[src/rtl/pe_bottom_edge_acc.sv]
// Bottom-row systolic PE: forwards operands, accumulates signed a*b dot products,
// requantises on in_last onto a valid/ready result port. Macro PE_SATURATE_EN selects clamping.
module pe_bottom_edge_acc #(
    parameter int DWIDTH = 8,
    parameter int AWIDTH = 32,
    parameter int OWIDTH = 8,
    parameter int SHIFT  = 0
) (
    input  logic              clk,
    input  logic              reset,
    input  logic              in_valid,
    input  logic [DWIDTH-1:0] in_a,
    input  logic [DWIDTH-1:0] in_b,
    input  logic              in_last,
    output logic [DWIDTH-1:0] out_a,
    output logic [DWIDTH-1:0] out_b,
    output logic              out_valid,
    output logic              out_last,
    output logic [OWIDTH-1:0] out_c,
    output logic              c_valid,
    input  logic              c_ready,
    output logic              busy,
    output logic              overrun
);

    typedef enum logic [0:0] {
        ST_IDLE = 1'b0,
        ST_ACC  = 1'b1
    } state_t;

    state_t                     state_q, state_d;
    logic signed [AWIDTH-1:0]   acc_q, acc_d;
    logic [DWIDTH-1:0]          out_a_q, out_a_d;
    logic [DWIDTH-1:0]          out_b_q, out_b_d;
    logic                       out_valid_q, out_valid_d;
    logic                       out_last_q, out_last_d;
    logic [OWIDTH-1:0]          out_c_q, out_c_d;
    logic                       c_valid_q, c_valid_d;
    logic                       overrun_q, overrun_d;

    logic signed [2*DWIDTH-1:0] a_ext_s, b_ext_s, prod_s;
    logic signed [AWIDTH-1:0]   p_ext_s, sum_s, shifted_s;
    logic                       result_fire_s, xfer_s;

`ifdef PE_SATURATE_EN
    localparam logic signed [AWIDTH-1:0] OMAX = {{(AWIDTH-OWIDTH+1){1'b0}}, {(OWIDTH-1){1'b1}}};
    localparam logic signed [AWIDTH-1:0] OMIN = {{(AWIDTH-OWIDTH+1){1'b1}}, {(OWIDTH-1){1'b0}}};
`endif

    function automatic logic [OWIDTH-1:0] narrow(input logic signed [AWIDTH-1:0] s);
        logic [OWIDTH-1:0] r;
`ifdef PE_SATURATE_EN
        if (s > OMAX) begin
            r = OMAX[OWIDTH-1:0];
        end else if (s < OMIN) begin
            r = OMIN[OWIDTH-1:0];
        end else begin
            r = s[OWIDTH-1:0];
        end
`else
        r = s[OWIDTH-1:0];
`endif
        return r;
    endfunction

    // Signed product, widened to the accumulator, and the requantised running sum
    always_comb begin
        a_ext_s   = (2*DWIDTH)'($signed(in_a));
        b_ext_s   = (2*DWIDTH)'($signed(in_b));
        prod_s    = a_ext_s * b_ext_s;
        p_ext_s   = AWIDTH'(prod_s);
        if (state_q == ST_ACC) begin
            sum_s = acc_q + p_ext_s;
        end else begin
            sum_s = p_ext_s;
        end
        shifted_s = sum_s >>> SHIFT;
    end

    // Next-state logic: accumulator FSM, pass-through and result handshake
    always_comb begin
        state_d       = state_q;
        acc_d         = acc_q;
        out_a_d       = in_a;
        out_b_d       = in_b;
        out_valid_d   = in_valid;
        out_last_d    = in_valid & in_last;
        out_c_d       = out_c_q;
        c_valid_d     = c_valid_q;
        overrun_d     = overrun_q;
        result_fire_s = in_valid & in_last;
        xfer_s        = c_valid_q & c_ready;

        case (state_q)
            ST_IDLE: begin
                if (in_valid && !in_last) begin
                    acc_d   = p_ext_s;
                    state_d = ST_ACC;
                end else begin
                    acc_d   = '0;
                    state_d = ST_IDLE;
                end
            end
            ST_ACC: begin
                if (in_valid && in_last) begin
                    acc_d   = '0;
                    state_d = ST_IDLE;
                end else if (in_valid) begin
                    acc_d   = sum_s;
                end else begin
                    acc_d   = acc_q;
                end
            end
            default: begin
                acc_d   = '0;
                state_d = ST_IDLE;
            end
        endcase

        // A new result always wins; it only counts as lost if the old one was still stalled
        if (result_fire_s) begin
            out_c_d   = narrow(shifted_s);
            c_valid_d = 1'b1;
            if (c_valid_q && !c_ready) begin
                overrun_d = 1'b1;
            end else begin
                overrun_d = overrun_q;
            end
        end else if (xfer_s) begin
            c_valid_d = 1'b0;
        end else begin
            c_valid_d = c_valid_q;
        end
    end

    // State and output registers with synchronous reset
    always_ff @(posedge clk) begin
        if (reset) begin
            state_q     <= ST_IDLE;
            acc_q       <= '0;
            out_a_q     <= '0;
            out_b_q     <= '0;
            out_valid_q <= 1'b0;
            out_last_q  <= 1'b0;
            out_c_q     <= '0;
            c_valid_q   <= 1'b0;
            overrun_q   <= 1'b0;
        end else begin
            state_q     <= state_d;
            acc_q       <= acc_d;
            out_a_q     <= out_a_d;
            out_b_q     <= out_b_d;
            out_valid_q <= out_valid_d;
            out_last_q  <= out_last_d;
            out_c_q     <= out_c_d;
            c_valid_q   <= c_valid_d;
            overrun_q   <= overrun_d;
        end
    end

    assign out_a     = out_a_q;
    assign out_b     = out_b_q;
    assign out_valid = out_valid_q;
    assign out_last  = out_last_q;
    assign out_c     = out_c_q;
    assign c_valid   = c_valid_q;
    assign overrun   = overrun_q;
    assign busy      = (state_q == ST_ACC);

endmodule

[config.mk]
export PLATFORM = sky130hd
export DESIGN_NAME = pe_bottom_edge_acc
export DESIGN_NICKNAME = d
export VERILOG_FILES = /design/src/rtl/pe_bottom_edge_acc.sv
export SDC_FILE = /design/constraint.sdc
export NUM_CORES = 1
export LEC_CHECK = 0
export ABC_AREA = 1
export CAP_MARGIN = 20
export CORE_AREA = 5 5 78 80
export CTS_CLUSTER_SIZE = 30
export DETAILED_ROUTE_END_ITERATION = 7
export DIE_AREA = 0 0 83 85
export GPL_ROUTABILITY_DRIVEN = 0
export PLACE_DENSITY_LB_ADDON = 0.25
export SLEW_MARGIN = 20
export SYNTH_ARGS = -nofsm -noshare
export SYNTH_HDL_FRONTEND = slang
export SYNTH_SLANG_ARGS = --single-unit
[constraint.sdc]
create_clock -name clk -period 6.7 [get_ports clk]
set_clock_uncertainty 0.1 [all_clocks]
set_input_delay 1.005 -clock clk [delete_from_list [all_inputs] [get_ports clk]]
set_output_delay 1.005 -clock clk [all_outputs]
set_load 0.02 [all_outputs]
======== Word level (Yosys, flattened, before mapping) ========
Index checks and enable logic that the tools add are counted.
storage, ports and cells
  bits in registers ....................... 61
  input port bits ......................... 21
  output and inout port bits .............. 29
  logic and storage cells ................. 32
operators by class
  add/subtract/negate cells ............... 1
  multipliers ............................. 1
  equal/unequal tests ..................... 1
  multiplexer cells ....................... 10
  bitwise gates (word level) .............. 3
  reductions and logical operators ........ 7
operator list
  cell                  count
  $mux W32              4
  $pmux W32 S2          1
  $add A32 B16 Y32      1
  $mul A8 B8 Y16        1
  $mux W1               4
  $logic_and A1 B1 Y1   3
  $ne A3 B2 Y1 const B  1
  $and A1 B1 Y1         2
  $logic_not A1 Y1      2
  $pmux W1 S2           1
  $reduce_and A2 Y1     1
  $reduce_bool A2 Y1    1
  $not A1 Y1            1

======== Longest topological paths before layout ========
Gate-level depths: netlist of the first run.
  depth in word-level cells ............... 6
  mapped depth ............................ 26
  depth with buffers taken out ............ 25

======== Worst setup path after synthesis of the first run ========
Ideal clock, no wire load.
  path kind ............................... in2reg
  from .................................... input in_a[1]
  to ...................................... register out_c_q[7] (netlist: out_c[7])
  setup time .............................. 0.113 ns
  arrival ................................. 4.850 ns
  required time ........................... 6.487 ns
  path slack .............................. 1.636 ns
  cell stages on the path ................. 19
  buffers on the path ..................... 1
  cells stage by stage .................... buf_2 -> nand2_1 -> fa_1 -> fa_1 -> fa_1 -> fa_1 -> inv_1 -> ha_1 -> xor2_1 -> ha_1 -> a21o_1 -> a31oi_1 -> nand2_1 -> nand2_1 -> nand3_1 -> nand3_1 -> nand2_1 -> o21ai_1 -> inv_1
between the ends
  longest elaborated chain between the ends .. 3
RTL lines
  what                  line  text
  from (decl)           12    input logic [DWIDTH-1:0] in_a,
  $mul A8 B8 Y16 *      70    prod_s = a_ext_s * b_ext_s;
  $add A32 B16 Y32      73    sum_s = acc_q + p_ext_s;
  $mux W32 *            72    if (state_q == ST_ACC) begin
  to (signal assigned)  155   out_c_q <= out_c_d;
  to (decl)             37    logic [OWIDTH-1:0] out_c_q, out_c_d;
Every way passes the cells marked *; elsewhere a longest branch is shown, timed or not.
A chain may end at the register's enable or synchronous reset.

======== Worst setup path after layout of the first run ========
  from .................................... input in_a[0]
  to ...................................... register out_c_q[7] (netlist: out_c[7])
The elaborated chain is that of the path after synthesis.

==> results of run 1 <==
==> power groups by stage <==
stage / Clock [µW] / Sequential [µW] / Combinational [µW]
after detailed placement: 0 / 250 / 339
after floorplan: 0 / 262 / 236
after global routing: 251 / 247 / 391
final: 238 / 245 / 342
after CTS: 241 / 245 / 344
after global placement: 0 / 249 / 331
==> stage by stage <==
step	hold slack [ns]	setup slack, ns	total power [µW]	area, µm²
6_report	0.406	1.07	825	3390
5_1_grt	0.463	0.629	889	3390
4_1_cts	0.411	1.05	830	3390
3_5_place_dp	0.389	0.730	589	3250
3_3_place_gp	0.355	0.863	580	3250
2_1_floorplan	0.396	1.64	498	2730
==> cell type report <==
type	count	area (µm²)	share of cell area, %
Sequential cell	37	741	21.8
Inverter	106	398	11.7
Clock buffer	5	68.8	2.03
Multi-Input combinational cell	242	1530	45.2
Timing Repair Buffer	49	490	14.5
Tap cell	72	90.1	2.66
Clock inverter	3	68.8	2.03
==> layer usage <==
layer | GRT usage, % | vias up
li1 | - | 1270
met1 | 20.0 | 1147
met2 | 37.8 | 85
met3 | 3.40 | 22
met4 | 7.13 | 0
met5 | 0 | -
==> worst max-delay path: stages <==
cell and delay [ns]:
sky130_fd_sc_hd__clkdlybuf4s50_1 0.71, sky130_fd_sc_hd__nand2_1 0.14, sky130_fd_sc_hd__fa_1 0.47, sky130_fd_sc_hd__fa_1 0.55, sky130_fd_sc_hd__inv_1 0.04, sky130_fd_sc_hd__ha_1 0.26, sky130_fd_sc_hd__inv_1 0.05, sky130_fd_sc_hd__fa_1 0.53
sky130_fd_sc_hd__inv_1 0.07, sky130_fd_sc_hd__fa_1 0.43, sky130_fd_sc_hd__xor2_1 0.26, sky130_fd_sc_hd__ha_1 0.31, sky130_fd_sc_hd__a21o_1 0.18, sky130_fd_sc_hd__a31oi_1 0.18, sky130_fd_sc_hd__nand2_1 0.08, sky130_fd_sc_hd__nand2_1 0.05
sky130_fd_sc_hd__nand3_1 0.07, sky130_fd_sc_hd__nand3_1 0.11, sky130_fd_sc_hd__nand2_1 0.07, sky130_fd_sc_hd__o21ai_1 0.12, sky130_fd_sc_hd__inv_1 0.05
==> sequential cells by signal (all words and copies together), names as in the netlist <==
| signal | count |
|---|---|
| out_c | 8 |
| out_last | 1 |
| out_valid | 1 |
| overrun | 1 |
| out_a | 8 |
| c_valid | 1 |
| acc_q | 8 |
| out_b | 8 |
| busy | 1 |
==> logic make-up after synthesis <==
group / after synthesis / share of synthesized area [%]
DFF: 37 / 27.1
xor gates and xnor gates: 9 / 2.89
adders and majority gates: 39 / 21.5
AOI/OAI and AO/OA: 52 / 10.2
and+or+nand+nor: 142 / 21.7
buffers and inverters: 117 / 16.6
==> how the worst max path moves through the flow <==
stage | to | cells after the start | slack [ns]
3_3_place_gp | out_c[7]$_SDFFE_PP0P_ | 21 | 0.86
4_1_cts | out_c[7]$_SDFFE_PP0P_ | 21 | 1.05
6_report | out_c[7]$_SDFFE_PP0P_ | 21 | 1.07
2_1_floorplan | out_c[7]$_SDFFE_PP0P_ | 19 | 1.64
3_5_place_dp | out_c[7]$_SDFFE_PP0P_ | 21 | 0.73
5_1_grt | out_c[7]$_SDFFE_PP0P_ | 21 | 0.63
==> layout by cell type (no fill, tap or decap), types with 2 or more instances in the layout <==
master	count
sky130_fd_sc_hd__o21ai_0	11
sky130_fd_sc_hd__xor2_1	7
sky130_fd_sc_hd__ha_1	26
sky130_fd_sc_hd__or2_1	2
sky130_fd_sc_hd__dfxtp_1	37
sky130_fd_sc_hd__a21oi_1	25
sky130_fd_sc_hd__inv_2	6
sky130_fd_sc_hd__nand3_1	14
sky130_fd_sc_hd__nand2_2	4
sky130_fd_sc_hd__bufinv_16	2
sky130_fd_sc_hd__inv_1	99
sky130_fd_sc_hd__fa_1	13
sky130_fd_sc_hd__o21ai_1	9
sky130_fd_sc_hd__xnor2_1	2
sky130_fd_sc_hd__nor2_1	30
sky130_fd_sc_hd__clkdlybuf4s50_1	49
sky130_fd_sc_hd__clkbuf_8	5
sky130_fd_sc_hd__a31oi_1	2
sky130_fd_sc_hd__nand2_1	85
==> impl_metrics.ini, run 1 <==
[grt]
first_pass_grt_wire_length_um = 11100
grt_use_total_pct = 19.1
grt_antenna_before_repair = 0
grt_overflow_total = 0
first_global_vias = 2550
grt_max_degree = 23

[layout]
fraction_of_layout_instances_using_a_drive_strength_above_1_pct = 4.75
finish.utilization_pct = 63.5
final-instance-count-excl-fill = 514
area_grow_syn2layout_pct = 24.3
number_of_diodes_added_for_antenna_fixing = 0
layout.nets = 501
final.fill_count = 507

[power]
ir_drop_mv = 0.168
pwr-share-seq_pct = 29.7
power_frac_clock_pct = 28.9
p_per_area_nw_per_um2 = 243
p_comb_share_pct = 41.5
p_switching_uw = 304
p_leak_uw = 0.00187
switching_share_pct = 36.8
internal_power_uw = 522

[logic_synthesis]
synthDistinctLibCells = 33
synth_largest_area_cell = sky130_fd_sc_hd__dfxtp_1
postSynthAreaPerCell_um2 = 6.89
synth_flop_cell = sky130_fd_sc_hd__dfxtp_1
ys_async_sr_fraction_pct = 0
count_of_yosys_warnings_during_synthesis = 0
seq_area_frac_synth_pct = 27.1
postSynthNetCount = 456
synthCells = 396
postSynthRegisterBits = 37
synthDominantCellAreaShare_pct = 27.1
synth_enable_flop_cells = 0
yosysMostFrequentCell = sky130_fd_sc_hd__inv_1
synth.top_cells.by_count = sky130_fd_sc_hd__inv_1 (99), sky130_fd_sc_hd__nand2_1 (85), sky130_fd_sc_hd__dfxtp_1 (37)
netlist_area_before_placement_um2 = 2730
netlist_top_cells_area = sky130_fd_sc_hd__dfxtp_1 (27%), sky130_fd_sc_hd__inv_1 (14%), sky130_fd_sc_hd__ha_1 (12%)

[cts]
clk_pin_slew_ns = 0.08
cts-htree-levels = 2
insertion_delay_ns = 0.30
tritoncts = built
cts.path.max_buffers = 2
tritoncts_num_sinks = 37
post_cts_resized = 0
cts_hold_buf = 0
clockRootBuffer = sky130_fd_sc_hd__clkbuf_8
cts_made_buffers = 5
cts_setup_buffers = 0

[setup_path]
worst-endpoint-arrival_ns = 5.73
crit-reg2reg-capture = out_c[6]$_SDFFE_PP0P_
crit_path_start = in_a[0]
worst-r2r-cell-count = 12
worst_r2r_startpoint = acc_q[0]$_SDFFE_PP0P_
worst_setup_path_end_kind = flip-flop
timing.setup.critical_path_class = input pin to flip-flop
required_ns = 6.80
crit_path_max_fanout = 8
cp-start-kind = input pin
ff_to_ff_setup_slack_ns = 4.51

[floorplanning]
die_w_um = 83
top_level_ports = 50
starting_utilization_of_the_core_area_pct = 51.1
fp.coreArea_um2 = 5340
standard_cell_rows = 27
chipHeight_um = 85
die_area_um2 = 7060

[drt]
detail_route.wl_per_cell_um = 12.7
route.vias.total = 2524
post_drt_via_cell_ratio = 4.91
antenna_violating_nets_post_route = 0
length_of_the_first_detailed_routing_pass_in_iterations = 5
post_detailed_routing_wire_length_um = 6510
drc = 0
top_routing_layer_used = met4
drtIter0Drc = 94
detailroute.wirelength.met3_um = 274
detailroute.wirelength.met2_um = 3400
met1_length_um = 2670

[timing]
setup_violations = 0
rsz0062_at_grt = false
final_hold_viol_count = 0
slew_viol_final = 0
setup_tns_ns = 0
max_freq_mhz = 178
max-slew-margin-rel_pct = 49.3
layout_min_cycle_time_ns = 5.63
final.period_utilization_pct = 84.0
tightest_slew_ns = 0.758

[place]
dp.cells = 506
numPortBuffers = 49
dp.final_hpwl_um = 5120

[job]
drv.max_cap_violation_count = 0

[worst_hold_path]
worstHoldPathCells = 2
worstHoldPathType = flip-flop to flip-flop
hold_end = overrun$_SDFFE_PP0P_
worst_hold_startpoint = overrun$_SDFFE_PP0P_

[status]
status = complete, no violations
No activity file was read; power rests on OpenSTA's default activity.
==> run 2, diff against run 1 <==
--- a/config.mk
+++ b/config.mk
@@ -7,10 +7,10 @@
 export LEC_CHECK = 0
 export ABC_AREA = 1
 export CAP_MARGIN = 20
-export CORE_AREA = 5 5 78 80
+export CORE_AREA = 5 5 82 84
 export CTS_CLUSTER_SIZE = 30
 export DETAILED_ROUTE_END_ITERATION = 7
-export DIE_AREA = 0 0 83 85
+export DIE_AREA = 0 0 87 89
 export GPL_ROUTABILITY_DRIVEN = 0
 export PLACE_DENSITY_LB_ADDON = 0.25
 export SLEW_MARGIN = 20
==> constraint.sdc (replaced) <==
create_clock -name clk -period 4.8 [get_ports clk]
set_clock_uncertainty 0.1 [all_clocks]
set_input_delay 0.72 -clock clk [delete_from_list [all_inputs] [get_ports clk]]
set_output_delay 0.72 -clock clk [all_outputs]
set_load 0.02 [all_outputs]
==> impl_metrics.ini, run 2 (synthesis gave the netlist of run 1 again) <==
[timing]
max-slew-margin-rel_pct = 51.1
max_freq_mhz = 215
layout_min_cycle_time_ns = 4.66
final_hold_viol_count = 0
tightest_slew_ns = 0.731
setup_violations = 0
slew_viol_final = 0
final.period_utilization_pct = 97.0
setup_tns_ns = 0

[drt]
post_drt_via_cell_ratio = 4.78
drtIter0Drc = 143
drc = 0
length_of_the_first_detailed_routing_pass_in_iterations = 5
detail_route.wl_per_cell_um = 12.5
post_detailed_routing_wire_length_um = 6840
antenna_violating_nets_post_route = 0
route.vias.total = 2606

[grt]
first_global_vias = 2519
grt_antenna_before_repair = 0
grt_max_degree = 23
first_pass_grt_wire_length_um = 11300
grt_use_total_pct = 18.6
grt_overflow_total = 0

[setup_path]
crit-reg2reg-capture = out_c[6]$_SDFFE_PP0P_
crit_top_cell = sky130_fd_sc_hd__inv_1
crit_path_max_fanout = 3
cp-start-kind = input pin
path_buf_inv = 6
cpMaxStageDelayCell = sky130_fd_sc_hd__fa_1
worst_r2r_startpoint = acc_q[0]$_SDFFE_PP0P_
cp.depth = 22
worst_path_largest_cell_delay_ns = 0.51
timing.setup.critical_path_class = input pin to flip-flop
required_ns = 4.89
worst-r2r-cell-count = 12
worst_setup_path_end_kind = flip-flop
worst-endpoint-arrival_ns = 4.74
family_with_the_most_delay_on_the_worst_path = adder cells
list_of_cells_traversed_by_the_critical_path = dlygate4sd2_1 -> buf_4 -> nand2_1 -> inv_1 -> fa_1 -> ha_1 -> inv_1 -> fa_1 -> fa_1 -> inv_1 -> ha_4 -> xor2_2 -> ha_4 -> a21o_1 -> a31oi_2 -> nand2_1 -> nand2_1 -> nand3_2 -> nand3_1 -> nand2_2 -> o21ai_1 -> inv_1
ff_to_ff_setup_slack_ns = 2.65

[worst_hold_path]
hold_end = overrun$_SDFFE_PP0P_
worst_hold_startpoint = overrun$_SDFFE_PP0P_
worstHoldPathType = flip-flop to flip-flop
worstHoldPathCells = 2

[power]
p_per_area_nw_per_um2 = 341
p_leak_uw = 0.00200
ir_drop_mv = 0.243

[cts]
tritoncts = built
insertion_delay_ns = 0.29
tritoncts_num_sinks = 37
cts.path.max_buffers = 2
clk_pin_slew_ns = 0.07
cts_hold_buf = 0
cts-htree-levels = 2
cts_made_buffers = 5
clockRootBuffer = sky130_fd_sc_hd__clkbuf_8

[floorplanning]
starting_utilization_of_the_core_area_pct = 46.6
standard_cell_rows = 28
top_level_ports = 50
chipHeight_um = 89
die_area_um2 = 7740
fp.coreArea_um2 = 5850
die_w_um = 87

[place]
place_area_um2 = 3450
dp.cells = 535
numPortBuffers = 49
dp.final_hpwl_um = 5220

[layout]
final_cell_mix = sky130_fd_sc_hd__inv_1 (97), sky130_fd_sc_hd__nand2_1 (84), sky130_fd_sc_hd__dfxtp_1 (37), sky130_fd_sc_hd__clkdlybuf4s50_1 (37), sky130_fd_sc_hd__nor2_1 (30)
layout.nets = 530
area_grow_syn2layout_pct = 32.9
final-instance-count-excl-fill = 545
finish.utilization_pct = 62.0
mostFrequentLayoutCell = sky130_fd_sc_hd__inv_1
fraction_of_layout_instances_using_a_drive_strength_above_1_pct = 15.1
number_of_diodes_added_for_antenna_fixing = 0
final_area_um2 = 3630

[status]
status = complete, no violations

[job]
drv.max_cap_violation_count = 0
run 2: changes by cell type in the layout (fill, tap and decap cells not counted), moves of 3 or more:
cell                              change
sky130_fd_sc_hd__buf_4               +28
sky130_fd_sc_hd__clkdlybuf4s50_1     -12
sky130_fd_sc_hd__clkbuf_2             +5
sky130_fd_sc_hd__ha_1                 -4
sky130_fd_sc_hd__ha_4                 +4
sky130_fd_sc_hd__dlygate4sd2_1        +3
sky130_fd_sc_hd__fa_1                 -3
sky130_fd_sc_hd__fa_2                 +3
run 2: timing repair:
| action | 4_1_cts | 5_1_grt |
|---|---|---|
| endpoints found under the setup margin | 5 | 2 |
| buffers inserted | 1 | 2 |
| resized for setup | 24 | 23 |
| pin swaps | 5 | 16 |
run 2: worst reg2reg max path, delay by kind of cell (launching register included):
| family | cells | cell delay (ns) |
|---|---|---|
| and+or+nand+nor | 4 | 0.45 |
| buffers and inverters | 2 | 0.13 |
| DFF | 1 | 0.33 |
| AOI/OAI and AO/OA | 4 | 0.43 |
| adders and majority gates | 2 | 0.58 |
run 2: routing by layer:
| layer | part of all wire [%] | up-vias | global-route usage (%) |
|---|---|---|---|
| met5 | 0 | - | 0 |
| met4 | 2.3 | 0 | 7.93 |
| met3 | 4.8 | 14 | 2.95 |
| met2 | 52 | 76 | 34.0 |
| met1 | 41 | 1188 | 21.6 |
| li1 | - | 1328 | - |
run 2: worst max path at each step:
stage / startpoint / end / slack, ns
floorplan: in_a[1] / out_c[7]$_SDFFE_PP0P_ / 0.02
global placement: in_a[1] / out_c[7]$_SDFFE_PP0P_ / -0.61
detailed placement: in_a[1] / out_c[7]$_SDFFE_PP0P_ / -0.71
CTS: in_a[3] / out_c[7]$_SDFFE_PP0P_ / 0.005
global route: in_b[4] / out_c[7]$_SDFFE_PP0P_ / -0.05
finish: in_b[4] / out_c[7]$_SDFFE_PP0P_ / 0.14
run 2: layout make-up:
class | count | area [µm²]
Sequential cell | 37 | 741
Multi-Input combinational cell | 242 | 1630
Inverter | 106 | 398
Clock buffer | 6 | 82.6
Timing Repair Buffer | 78 | 677
Clock inverter | 1 | 7.51
Tap cell | 75 | 93.8
Fill cell | 518 | 2220
run 2: power breakdown:
part / leakage (µW) / internal, µW / switching [µW]
combinational: 0.00165 / 306 / 359
sequential: 0.000306 / 330 / 13.5
clock: 0.0000433 / 114 / 115
total: 0.00200 / 749 / 488
run 2: metrics by stage:
stage	setup slack (ns)	total power, µW	hold slack [ns]
3_5_place_dp	-0.711	905	0.368
4_1_cts	0.00550	1170	0.386
2_1_floorplan	0.0215	695	0.396
5_1_grt	-0.0484	1340	0.414
6_report	0.143	1240	0.385
3_3_place_gp	-0.610	893	0.359
